--- src/rtl/demultiplexer_if.sv ---
// Streaming bus bundle for the demultiplexer: one sink port, two source ports, drop counter.
interface demultiplexer_if #(
    parameter int data_width    = 128,
    parameter int empty_width   = 2,
    parameter int channel_width = 1
);
    logic [channel_width-1:0] avsi_channel;
    logic [data_width-1:0]    avsi_data;
    logic                     avsi_sop;
    logic                     avsi_eop;
    logic [empty_width-1:0]   avsi_empty;
    logic                     avsi_valid;
    logic                     avsi_ready;

    logic [channel_width-1:0] avso_one_channel;
    logic [data_width-1:0]    avso_one_data;
    logic                     avso_one_valid;
    logic                     avso_one_sop;
    logic                     avso_one_eop;
    logic [empty_width-1:0]   avso_one_empty;
    logic                     avso_one_ready;

    logic [channel_width-1:0] avso_two_channel;
    logic [data_width-1:0]    avso_two_data;
    logic                     avso_two_valid;
    logic                     avso_two_sop;
    logic                     avso_two_eop;
    logic [empty_width-1:0]   avso_two_empty;
    logic                     avso_two_ready;

    logic [15:0]              drop_count;

    modport slave (
        input  avsi_channel, avsi_data, avsi_sop, avsi_eop, avsi_empty, avsi_valid,
        output avsi_ready,
        output avso_one_channel, avso_one_data, avso_one_valid, avso_one_sop, avso_one_eop, avso_one_empty,
        input  avso_one_ready,
        output avso_two_channel, avso_two_data, avso_two_valid, avso_two_sop, avso_two_eop, avso_two_empty,
        input  avso_two_ready,
        output drop_count
    );

    modport master (
        output avsi_channel, avsi_data, avsi_sop, avsi_eop, avsi_empty, avsi_valid,
        input  avsi_ready,
        input  avso_one_channel, avso_one_data, avso_one_valid, avso_one_sop, avso_one_eop, avso_one_empty,
        output avso_one_ready,
        input  avso_two_channel, avso_two_data, avso_two_valid, avso_two_sop, avso_two_eop, avso_two_empty,
        output avso_two_ready,
        input  drop_count
    );
endinterface

--- src/rtl/demultiplexer.sv ---
// Packet demultiplexer: routes each sop-decoded packet to output one, output two, or drops it.
// Define DEMUX_OUTPUT_REG_EN to add a one-entry register stage on each output.
module demultiplexer #(
    parameter int data_width     = 128,
    parameter int empty_width    = 2,
    parameter int channel_width  = 1,
    parameter int one_channel_id = 0,
    parameter int two_channel_id = 1
) (
    input  logic            clk,
    input  logic            reset,
    demultiplexer_if.slave  bus
);
    localparam int BEAT_W = channel_width + data_width + 2 + empty_width;
    localparam logic [channel_width-1:0] ONE_ID = channel_width'(one_channel_id);
    localparam logic [channel_width-1:0] TWO_ID = channel_width'(two_channel_id);

    localparam logic [1:0] IDLE      = 2'd0;
    localparam logic [1:0] ROUTE_ONE = 2'd1;
    localparam logic [1:0] ROUTE_TWO = 2'd2;
    localparam logic [1:0] DROP      = 2'd3;

    logic [1:0]               state_q, state_d, route;
    logic                     head_vld_q, head_vld_d;
    logic [BEAT_W-1:0]        head_q, in_beat;
    logic [channel_width-1:0] head_ch;
    logic                     head_sop, head_eop;
    logic [15:0]              drop_q, drop_d;
    logic                     accept_one, accept_two;
    logic                     take_one, take_two, take_drop, consume;
    logic                     in_rdy, in_xfer;
    logic                     one_vld, two_vld;
    logic [BEAT_W-1:0]        one_beat, two_beat;

    assign in_beat  = {bus.avsi_channel, bus.avsi_data, bus.avsi_sop, bus.avsi_eop, bus.avsi_empty};
    assign head_ch  = head_q[BEAT_W-1 -: channel_width];
    assign head_sop = head_q[empty_width+1];
    assign head_eop = head_q[empty_width];

    // Mid-packet beats follow the packet's route; only IDLE looks at sop/channel.
    always_comb begin
        route = state_q;
        if (state_q == IDLE) begin
            if (!head_sop)            route = DROP;
            else if (head_ch == ONE_ID) route = ROUTE_ONE;
            else if (head_ch == TWO_ID) route = ROUTE_TWO;
            else                      route = DROP;
        end
    end

    assign take_one  = head_vld_q && (route == ROUTE_ONE) && accept_one;
    assign take_two  = head_vld_q && (route == ROUTE_TWO) && accept_two;
    assign take_drop = head_vld_q && (route == DROP);
    assign consume   = take_one || take_two || take_drop;

    assign in_rdy         = !reset && (!head_vld_q || consume);
    assign in_xfer        = bus.avsi_valid && in_rdy;
    assign bus.avsi_ready = in_rdy;

    assign head_vld_d = in_xfer || (head_vld_q && !consume);
    assign state_d    = consume ? (head_eop ? IDLE : route) : state_q;
    assign drop_d     = (take_drop && drop_q != 16'hFFFF) ? drop_q + 16'd1 : drop_q;

    always_ff @(posedge clk or posedge reset) begin
        if (reset) begin
            state_q    <= IDLE;
            head_vld_q <= 1'b0;
            drop_q     <= 16'd0;
        end else begin
            state_q    <= state_d;
            head_vld_q <= head_vld_d;
            drop_q     <= drop_d;
        end
    end

    always_ff @(posedge clk) begin
        if (in_xfer) head_q <= in_beat;
    end

`ifdef DEMUX_OUTPUT_REG_EN
    logic              one_vld_q, two_vld_q;
    logic [BEAT_W-1:0] one_q, two_q;

    // Each stage refills independently, so a stall on one side never holds the other.
    assign accept_one = !one_vld_q || bus.avso_one_ready;
    assign accept_two = !two_vld_q || bus.avso_two_ready;

    always_ff @(posedge clk or posedge reset) begin
        if (reset) begin
            one_vld_q <= 1'b0;
            two_vld_q <= 1'b0;
        end else begin
            if (accept_one) one_vld_q <= take_one;
            if (accept_two) two_vld_q <= take_two;
        end
    end

    always_ff @(posedge clk) begin
        if (take_one) one_q <= head_q;
        if (take_two) two_q <= head_q;
    end

    assign one_vld  = one_vld_q;
    assign two_vld  = two_vld_q;
    assign one_beat = one_q;
    assign two_beat = two_q;
`else
    assign accept_one = bus.avso_one_ready;
    assign accept_two = bus.avso_two_ready;
    assign one_vld    = head_vld_q && (route == ROUTE_ONE);
    assign two_vld    = head_vld_q && (route == ROUTE_TWO);
    assign one_beat   = one_vld ? head_q : '0;
    assign two_beat   = two_vld ? head_q : '0;
`endif

    assign bus.avso_one_valid = one_vld;
    assign bus.avso_two_valid = two_vld;
    assign {bus.avso_one_channel, bus.avso_one_data, bus.avso_one_sop,
            bus.avso_one_eop, bus.avso_one_empty} = one_beat;
    assign {bus.avso_two_channel, bus.avso_two_data, bus.avso_two_sop,
            bus.avso_two_eop, bus.avso_two_empty} = two_beat;
    assign bus.drop_count = drop_q;
endmodule

--- src/flat_wrapper.sv ---
// flat-port wrapper written by rule: the top's interface ports become plain ports
module demultiplexer_flat 
#(
    parameter int data_width     = 128,
    parameter int empty_width    = 2,
    parameter int channel_width  = 1,
    parameter int one_channel_id = 0,
    parameter int two_channel_id = 1
)
  (clk, reset, bus_avsi_channel, bus_avsi_data, bus_avsi_sop, bus_avsi_eop, bus_avsi_empty, bus_avsi_valid, bus_avsi_ready, bus_avso_one_channel, bus_avso_one_data, bus_avso_one_valid, bus_avso_one_sop, bus_avso_one_eop, bus_avso_one_empty, bus_avso_one_ready, bus_avso_two_channel, bus_avso_two_data, bus_avso_two_valid, bus_avso_two_sop, bus_avso_two_eop, bus_avso_two_empty, bus_avso_two_ready, bus_drop_count);
  demultiplexer_if #(.data_width(data_width), .empty_width(empty_width), .channel_width(channel_width)) bus_i ();
  input  logic clk;
  input  logic reset;
  input wire logic [$bits(bus_i.avsi_channel)-1:0] bus_avsi_channel;
  input wire logic [$bits(bus_i.avsi_data)-1:0] bus_avsi_data;
  input wire logic [$bits(bus_i.avsi_sop)-1:0] bus_avsi_sop;
  input wire logic [$bits(bus_i.avsi_eop)-1:0] bus_avsi_eop;
  input wire logic [$bits(bus_i.avsi_empty)-1:0] bus_avsi_empty;
  input wire logic [$bits(bus_i.avsi_valid)-1:0] bus_avsi_valid;
  output wire logic [$bits(bus_i.avsi_ready)-1:0] bus_avsi_ready;
  output wire logic [$bits(bus_i.avso_one_channel)-1:0] bus_avso_one_channel;
  output wire logic [$bits(bus_i.avso_one_data)-1:0] bus_avso_one_data;
  output wire logic [$bits(bus_i.avso_one_valid)-1:0] bus_avso_one_valid;
  output wire logic [$bits(bus_i.avso_one_sop)-1:0] bus_avso_one_sop;
  output wire logic [$bits(bus_i.avso_one_eop)-1:0] bus_avso_one_eop;
  output wire logic [$bits(bus_i.avso_one_empty)-1:0] bus_avso_one_empty;
  input wire logic [$bits(bus_i.avso_one_ready)-1:0] bus_avso_one_ready;
  output wire logic [$bits(bus_i.avso_two_channel)-1:0] bus_avso_two_channel;
  output wire logic [$bits(bus_i.avso_two_data)-1:0] bus_avso_two_data;
  output wire logic [$bits(bus_i.avso_two_valid)-1:0] bus_avso_two_valid;
  output wire logic [$bits(bus_i.avso_two_sop)-1:0] bus_avso_two_sop;
  output wire logic [$bits(bus_i.avso_two_eop)-1:0] bus_avso_two_eop;
  output wire logic [$bits(bus_i.avso_two_empty)-1:0] bus_avso_two_empty;
  input wire logic [$bits(bus_i.avso_two_ready)-1:0] bus_avso_two_ready;
  output wire logic [$bits(bus_i.drop_count)-1:0] bus_drop_count;
  assign bus_i.avsi_channel = bus_avsi_channel;
  assign bus_i.avsi_data = bus_avsi_data;
  assign bus_i.avsi_sop = bus_avsi_sop;
  assign bus_i.avsi_eop = bus_avsi_eop;
  assign bus_i.avsi_empty = bus_avsi_empty;
  assign bus_i.avsi_valid = bus_avsi_valid;
  assign bus_avsi_ready = bus_i.avsi_ready;
  assign bus_avso_one_channel = bus_i.avso_one_channel;
  assign bus_avso_one_data = bus_i.avso_one_data;
  assign bus_avso_one_valid = bus_i.avso_one_valid;
  assign bus_avso_one_sop = bus_i.avso_one_sop;
  assign bus_avso_one_eop = bus_i.avso_one_eop;
  assign bus_avso_one_empty = bus_i.avso_one_empty;
  assign bus_i.avso_one_ready = bus_avso_one_ready;
  assign bus_avso_two_channel = bus_i.avso_two_channel;
  assign bus_avso_two_data = bus_i.avso_two_data;
  assign bus_avso_two_valid = bus_i.avso_two_valid;
  assign bus_avso_two_sop = bus_i.avso_two_sop;
  assign bus_avso_two_eop = bus_i.avso_two_eop;
  assign bus_avso_two_empty = bus_i.avso_two_empty;
  assign bus_i.avso_two_ready = bus_avso_two_ready;
  assign bus_drop_count = bus_i.drop_count;
  demultiplexer #(.data_width(data_width), .empty_width(empty_width), .channel_width(channel_width), .one_channel_id(one_channel_id), .two_channel_id(two_channel_id)) u_core (.clk(clk), .reset(reset), .bus(bus_i));
endmodule
--- config.mk ---
export PLATFORM = sky130hd
export DESIGN_NAME = demultiplexer_flat
export DESIGN_NICKNAME = d
export VERILOG_FILES = /design/src/rtl/demultiplexer_if.sv /design/src/rtl/demultiplexer.sv /design/src/flat_wrapper.sv
export SDC_FILE = /design/constraint.sdc
export NUM_CORES = 1
export LEC_CHECK = 0
export ABC_AREA = 1
export CAP_MARGIN = 20
export CORE_ASPECT_RATIO = 1.4
export CORE_MARGIN = 2
export CORE_UTILIZATION = 25
export DETAILED_ROUTE_END_ITERATION = 16
export GPL_TIMING_DRIVEN = 1
export PLACE_DENSITY = 0.65
export SLEW_MARGIN = 0
export SYNTH_ARGS = -nofsm -noshare
export SYNTH_HDL_FRONTEND = slang
export SYNTH_SLANG_ARGS = --single-unit
--- constraint.sdc ---
create_clock -name clk -period 18.8 [get_ports clk]
set_input_delay 1.88 -clock clk [delete_from_list [all_inputs] [get_ports clk]]
set_output_delay 1.88 -clock clk [all_outputs]
set_load 0.02 [all_outputs]
# After elaboration in Yosys (flattened, before gate mapping)

Cells that the tools add are included.

Register bits after elaboration: 152
Input port bits: 138
Output and inout bits: 285

Add/subtract/negate cells: 1
Equal/unequal tests: 4
Muxes and demuxes: 6
Reductions and logical operators: 17

Operators by type and width:

| kind                                                                   | number |
|---|---|
| 133-bit 2-to-1 mux                                                     | 2 |
| 16-bit by 1-bit adder with 16-bit output (second input constant)       | 1 |
| 16-bit inequality test (second input constant)                         | 1 |
| 1-bit logical AND                                                      | 9 |
| 2-bit 2-to-1 mux                                                       | 4 |
| 2-bit equality test (second input constant)                            | 2 |
| 1-bit logical OR                                                       | 4 |
| 1-bit logical NOT                                                      | 3 |
| 2-bit by 1-bit equality test with 1-bit output (second input constant) | 1 |
| 2-bit logical NOT                                                      | 1 |

# Logic depth before layout (Yosys ltp)

Gate-level depths: netlist of run 1.

Depth in word-level cells: 12
Gate-level depth with buffers: 10

# Worst setup path before layout of run 1

OpenSTA, ideal clock, no wires.

Path type: input to register
Start: input port reset
End: register u_core.head_q[0] (enable)
Setup time: 0.627 ns
Arrival: 7.993 ns
Slack: 10.179 ns
Stages on the path: 3
Cells stage by stage: inv_1 > nand2_1 > nor2_1

Word-level cells in the longest chain between the ends: 3

RTL lines:

| what                 | RTL line            | RTL |
|---|---|---|
| from (decl)          | flat_wrapper.sv:13  | `input logic reset;` |
| 1-bit logical NOT    | demultiplexer.sv:56 | `assign in_rdy = !reset && (!head_vld_q \|\| consume);` |
| 1-bit logical AND    | demultiplexer.sv:56 |  |
| 1-bit logical AND    | demultiplexer.sv:57 | `assign in_xfer = bus.avsi_valid && in_rdy;` |
| net u_core.in_xfer   | demultiplexer.sv:31 | `logic in_rdy, in_xfer;` |
| to (signal assigned) | demultiplexer.sv:77 | `if (in_xfer) head_q <= in_beat;` |
| to (decl)            | demultiplexer.sv:25 | `logic [BEAT_W-1:0] head_q, in_beat;` |

The timed path passes the listed nets, and every way through them passes these cells.
A chain may end at the register's enable or synchronous reset.

# Worst setup path after layout of run 1

Start: input port reset
End: output port bus_avsi_ready

Word-level cells in the longest chain between the ends: 2

RTL lines:

| what              | RTL line            | RTL |
|---|---|---|
| 1-bit logical NOT | demultiplexer.sv:56 |  |
| 1-bit logical AND | demultiplexer.sv:56 |  |
| to (decl)         | flat_wrapper.sv:20  | `output wire logic [$bits(bus_i.avsi_ready)-1:0] bus_avsi_ready;` |

No other way between the ends.

==> out/qor.yml, run 1 <==
outcome:
  status: "finished, final reports clean"
place:
  port_buffers: 422
  gp_congestion: 0.847
  dp.cells: 1496
  dp_hpwl_microns: 17600
finish:
  num_antenna_cells: 0
  syn_to_final_growth_pct: 71.7
  mostFrequentLayoutCell: "clkdlybuf4s50_1"
  layout-drive-gt1-share: 0.0432
  mostFrequentLayoutCells: "clkdlybuf4s50_1 (422), nor2_1 (279), inv_1 (147)"
  final_net_count: 1284
  final_cells: 1528
power:
  clockPowerShare: 0.252
  irDropWorstVdd_mv: 0.0851
  p_int_uw: 827
  seqPwrFrac: 0.334
  switchingPower_uw: 462
  power_density_nw_per_um2: 107
  cellLeakagePower_nw: 4.93
  p_comb_frac: 0.413
  switching_share: 0.359
worst_setup_path:
  cp.required_ns: 16.92
  cp_cell_sequence: "clkdlybuf4s50_1 > inv_1 > nand2_1 > inv_1 > clkdlybuf4s50_1"
  critPathMaxFanout: 20
  crit_buf_inv: 4
  startpoint_type: "primary input"
  arrival_ns: 3.78
  critPathSlowestCell: "clkdlybuf4s50_1"
  endpoint_kind: "output pin"
  path_delay_family: "buffers and inverters"
  critPathKind: "primary input to output pin"
  max_stage_delay_ns: 0.60
  r2r_slack_ns: 15.61
detailed_routing:
  vias: 6100
  dr.pass1.iters: 5
  via_per_inst: 3.99
  routedWlPerCell_microns: 15.1
  ant_nets: 0
  drtIter0Drc: 233
  post-route-drc-count: 0
  drt-total-wl_microns: 23100
logic_synthesis:
  synth_warnings: 0
  netlist_instances: 731
  synth_top_area_frac: 0.571
  syn_area_sq_um: 6990
  synth_nets: 870
  seq_area_frac_synth: 0.639
  synth.distinct_cells: 23
  ys_ff_latch: 152
  yosysTopAreaCell: "edfxtp_1"
  avgSynthCellArea_sq_um: 9.56
  synth.area.top_cells: "edfxtp_1 (57%), nor2_1 (15%), inv_1 (7.9%)"
global_route:
  antenna_found_initial: 1
  grt.overflow.total: 0
  grt_max_degree: 79
  grt_usage: 0.151
  grt_first_pass_wirelength_microns: 33900
  first_global_vias: 5910
clocking:
  cts_tree: "done"
  clkLatencyLatePin_ns: 0.42
  postCtsHoldBufs: 0
  cts_max_level: 4
  cts_buffers: 17
  clk_transition_reported_paths_ns: 0.06
  ctsLongestPathBuffers: 2
  cts_root_buf: "clkbuf_16"
  cts.repair.resized: 0
  cts_setup_buffers: 0
  cts_num_sinks: 152
timing:
  min_period_ns: 5.66
  period_share: 0.301
  final-setup-viol-count: 0
  fin_setup_tns_ns: 0
  worst_pin_slew_ns: 1.03
  slew_violations: 0
  rsz0062_at_grt: "no"
  fmax_mhz: 177
  slew_headroom: 0.314
  fin_worst_skew_ns: 0.0116
  final_hold_viol_count: 0
run:
  max-cap-violations: 0
floorplan:
  die_x_microns: 145
  ioPinCount: 423
  fp.dieH_microns: 202
  rows: 72
  coreArea_sq_um: 27600
  start_util: 0.254
  dieArea_sq_um: 29300
worst_hold_path:
  hold_class: "flop to flop"
-- cells in the mapped netlist (all sizes together) --
cell type  instances
ha                 1
o21ai              6
nand4              6
dfrtp             19
xor2              10
nor2             286
nand2             71
edfxtp           133
inv              153
nor3               1
nand3             12
buf               31
xnor2              1
nand3b             1
-- tightest hold or removal path, stage by stage, from the launching register on --
cell,delay [ns]
dfrtp_1,0.36
nand4_1,0.09
nand2_1,0.07
-- cell families (layout without fill, tap and decap cells) --
| group | after synthesis | after routing | synth area share |
|---|---|---|---|
| buffers and inverters | 184 | 611 | 0.121 |
| xor gates and xnor gates | 11 | 11 | 0.0138 |
| AOI/OAI and AO/OA | 6 | 6 | 0.00537 |
| adders and majority gates | 1 | 1 | 0.00179 |
| DFF | 152 | 152 | 0.639 |
| and+or+nand+nor | 377 | 377 | 0.219 |
-- through the flow --
step | util | power [mW] | setup slack (ns) | hold slack [ns] | area [sq um]
3_5_place_dp | 0.415 | 0.978 | 13.05 | 0.546 | 11400
6_report | 0.435 | 1.29 | 13.14 | 0.554 | 12000
3_3_place_gp | 0.415 | 0.973 | 13.08 | 0.538 | 11400
2_1_floorplan | - | 0.737 | 10.18 | 0.497 | 6990
4_1_cts | 0.435 | 1.31 | 13.05 | 0.560 | 12000
5_1_grt | 0.435 | 1.35 | 12.88 | 0.572 | 12000
-- state kept, by name (all words and copies together), names as in the netlist --
| signal | flops |
|---|---|
| u_core.bus.drop_count | 16 |
| u_core.state_q | 2 |
| u_core.head_q | 133 |
| u_core.head_vld_q | 1 |
-- metal layers --
metal | track usage | up-vias | wire length [microns]
li1 | - | 3023 | -
met1 | 0.166 | 2788 | 8670
met2 | 0.276 | 260 | 12200
met3 | 0.0456 | 27 | 1710
met4 | 0.0539 | 2 | 507
met5 | 0 | - | 13
-- power by group through the flow --
stage               clock network [mW]  registers (mW)  logic, mW
finish                           0.325           0.431      0.533
global route                     0.349           0.435      0.567
CTS                              0.337           0.431      0.542
detailed placement                   0           0.438      0.540
global placement                     0           0.437      0.535
floorplan                            0           0.445      0.292
-- path summary, 6_finish.rpt --
path | start | endpoint | depth (start not counted)
max reg2reg | u_core.head_q[132] | u_core.head_q[120] | 9
min in group asynchronous | reset | u_core.head_vld_q | 2
min | u_core.state_q[0] | u_core.state_q[0] | 2
min reg2reg | u_core.state_q[0] | u_core.state_q[0] | 2
max | reset | bus_avsi_ready | 5
max in group asynchronous | reset | u_core.bus.drop_count[14] | 2
-- layout make-up --
class                      instances  area (sq um)
fill                            2708         15600
sequential                       152          4470
timing repair buffer             426          4250
multi-input combinational        395          1680
inverter                         153           579
clock buffer                      25           485
tap                              370           463
clock inverter                     7          67.6
Note: power is estimated with default switching activity, not from simulation.
==> run 2, diff against run 1 <==
==> constraint.sdc (replaced) <==
create_clock -name clk -period 5.9 [get_ports clk]
set_input_delay 0.59 -clock clk [delete_from_list [all_inputs] [get_ports clk]]
set_output_delay 0.59 -clock clk [all_outputs]
set_load 0.02 [all_outputs]
==> out/qor.yml, run 2 (synthesized netlist as in run 1, its figures left out) <==
timing:
  fin_worst_skew_ns: 0.0131  # +0.00152 ns
  fmax_mhz: 268
  slew_headroom: 0.399  # +0.0849
  min_period_ns: 3.74
  slew_violations: 0  # unchanged
  fin_setup_tns_ns: 0  # unchanged
  final_hold_viol_count: 0  # unchanged
  worst_pin_slew_ns: 0.902  # -0.127 ns
  period_share: 0.633
  rsz0062_at_grt: "no"
  final-setup-viol-count: 0  # unchanged
finish:
  final_cells: 1529  # +0.065%
  largest_register_ffs: 133  # unchanged
  syn_to_final_growth_pct: 72.3
  mostFrequentLayoutCells: "clkdlybuf4s50_1 (422), nor2_1 (279), inv_1 (147)"
  layout-drive-gt1-share: 0.0466  # +0.00345
  mostFrequentLayoutCell: "clkdlybuf4s50_1"
  regMostFlops: "u_core.head_q"
  final_net_count: 1285  # +0.078%
  n_fill_cell: 2714  # +0.22%
detailed_routing:
  routedWlPerCell_microns: 15.6  # +3.0%
  dr.pass1.iters: 5  # unchanged
  drt-total-wl_microns: 23800  # +3.1%
  drtIter0Drc: 229  # -1.7%
  via_per_inst: 4.02  # +0.75%
  vias: 6150  # +0.82%
  post-route-drc-count: 0  # unchanged
  ant_nets: 0  # unchanged
worst_setup_path:
  crit_buf_inv: 4  # unchanged
  endpoint_kind: "output pin"
  critPathSlowestCell: "buf_4"
  max_stage_delay_ns: 0.77  # +0.17 ns
  cp.required_ns: 5.31  # -11.61 ns
  arrival_ns: 3.15  # -0.63 ns
  startpoint_type: "flop"
  cp_cell_sequence: "inv_1 > nand2_1 > nand2_4 > nor2_4 > inv_4 > buf_4 > nor2_1 > clkdlybuf4s50_1"
  rr_worst_depth: 9  # unchanged
  critPathKind: "flop to output pin"
  critPathMaxFanout: 85  # +330%
  path_delay_family: "buffers and inverters"
  path_depth: 8  # +3
clocking:
  clkLatencyLatePin_ns: 0.42  # about the same
  cts_setup_buffers: 0  # unchanged
  cts_max_level: 4  # unchanged
  cts_num_sinks: 152  # unchanged
  cts_buffers: 17  # unchanged
  postCtsHoldBufs: 0  # unchanged
  ctsLongestPathBuffers: 2  # unchanged
  cts.repair.resized: 0  # unchanged
  cts_root_buf: "clkbuf_16"
  cts_tree: "done"
  clk_transition_reported_paths_ns: 0.07  # about the same
place:
  port_buffers: 422  # unchanged
  dp.cells: 1497  # +0.067%
  dp_hpwl_microns: 18200  # +3.8%
  gp_congestion: 0.892  # +5.3%
power:
  power_mw: 4.18  # +220%
  switchingPower_mw: 1.50  # +220%
  cellLeakagePower_nw: 4.95  # +0.46%
  p_comb_frac: 0.408  # -0.005
  clockPowerShare: 0.264  # +0.012
  irDropWorstVdd_mv: 0.260  # +210%
  p_int_mw: 2.68  # +220%
  power_density_nw_per_um2: 347  # +220%
  seqPwrFrac: 0.327  # -0.007
  switching_share: 0.359  # about the same
floorplan:
  start_util: 0.254  # unchanged
  fp.dieH_microns: 202  # unchanged
  coreArea_sq_um: 27600  # unchanged
  ioPinCount: 423  # unchanged
  die_x_microns: 145  # unchanged
  dieArea_sq_um: 29300  # unchanged
  rows: 72  # unchanged
global_route:
  grt.overflow.total: 0  # unchanged
  grt_usage: 0.156  # +0.00487
  antenna_found_initial: 2  # +1
  grt_max_degree: 86  # +8.9%
  first_global_vias: 5898  # -0.20%
  grt_first_pass_wirelength_microns: 34900  # +3.2%
worst_hold_path:
  min_path_cells: 2  # unchanged
  hold_class: "flop to flop"
outcome:
  status: "finished, final reports clean"
run:
  max-cap-violations: 0  # unchanged
-- run 2: per-stage QoR --
stage                     hold WS [ns]  setup slack [ns]  instance area (sq um)  utilization
final                            0.552              2.16                  12000        0.437
after global routing             0.588              1.94                  12000        0.437
after CTS                        0.564              2.11                  12000        0.437
after detailed placement         0.546              2.45                  11500        0.416
after global placement           0.525              2.51                  11500        0.416
after floorplan                  0.497             0.800                   6990            -
-- run 2: power groups by stage --
stage	Combinational, mW	Sequential, mW	Clock (mW)
3_3_place_gp	1.70	1.39	0
3_5_place_dp	1.72	1.39	0
5_1_grt	1.81	1.38	1.19
2_1_floorplan	0.931	1.41	0
6_report	1.71	1.37	1.11
4_1_cts	1.72	1.37	1.15
-- run 2: worst paths after layout --
path,slack [ns],end,startpoint
max,2.16,bus_avso_one_data[92],u_core.state_q[0]
min reg2reg,0.55,u_core.state_q[0],u_core.state_q[0]
min in group asynchronous,0.64,u_core.head_vld_q,reset
max reg2reg,3.22,u_core.head_q[74],u_core.head_q[132]
min,0.55,u_core.state_q[0],u_core.state_q[0]
max in group asynchronous,4.76,u_core.bus.drop_count[12],reset
-- run 2: worst register-to-register path, delay by kind of cell, from the launching register on --
kind                   cells  cell delay (ns)
buffers and inverters      3             1.13
DFF                        1             0.40
and+or+nand+nor            6             0.75
-- run 2: cell type report --
cell class	instances	area [sq um]	share of cell area
flip-flops and latches	152	4470	0.371
repair buffers	427	4260	0.354
multi-input cells	395	1680	0.140
inverters	153	579	0.0481
well taps	370	463	0.0384
clock buffers	18	429	0.0356
clock inverters	13	155	0.0129
diodes	1	2.50	0.000208
-- run 2: layer usage --
metal / routed length (microns) / vias up / share of wire / GRT usage
met5: 12 / - / 0.00050 / 0
met4: 425 / 2 / 0.018 / 0.0462
met3: 1930 / 21 / 0.081 / 0.0506
met2: 12100 / 261 / 0.51 / 0.276
met1: 9410 / 2840 / 0.39 / 0.181
li1: - / 3026 / - / -
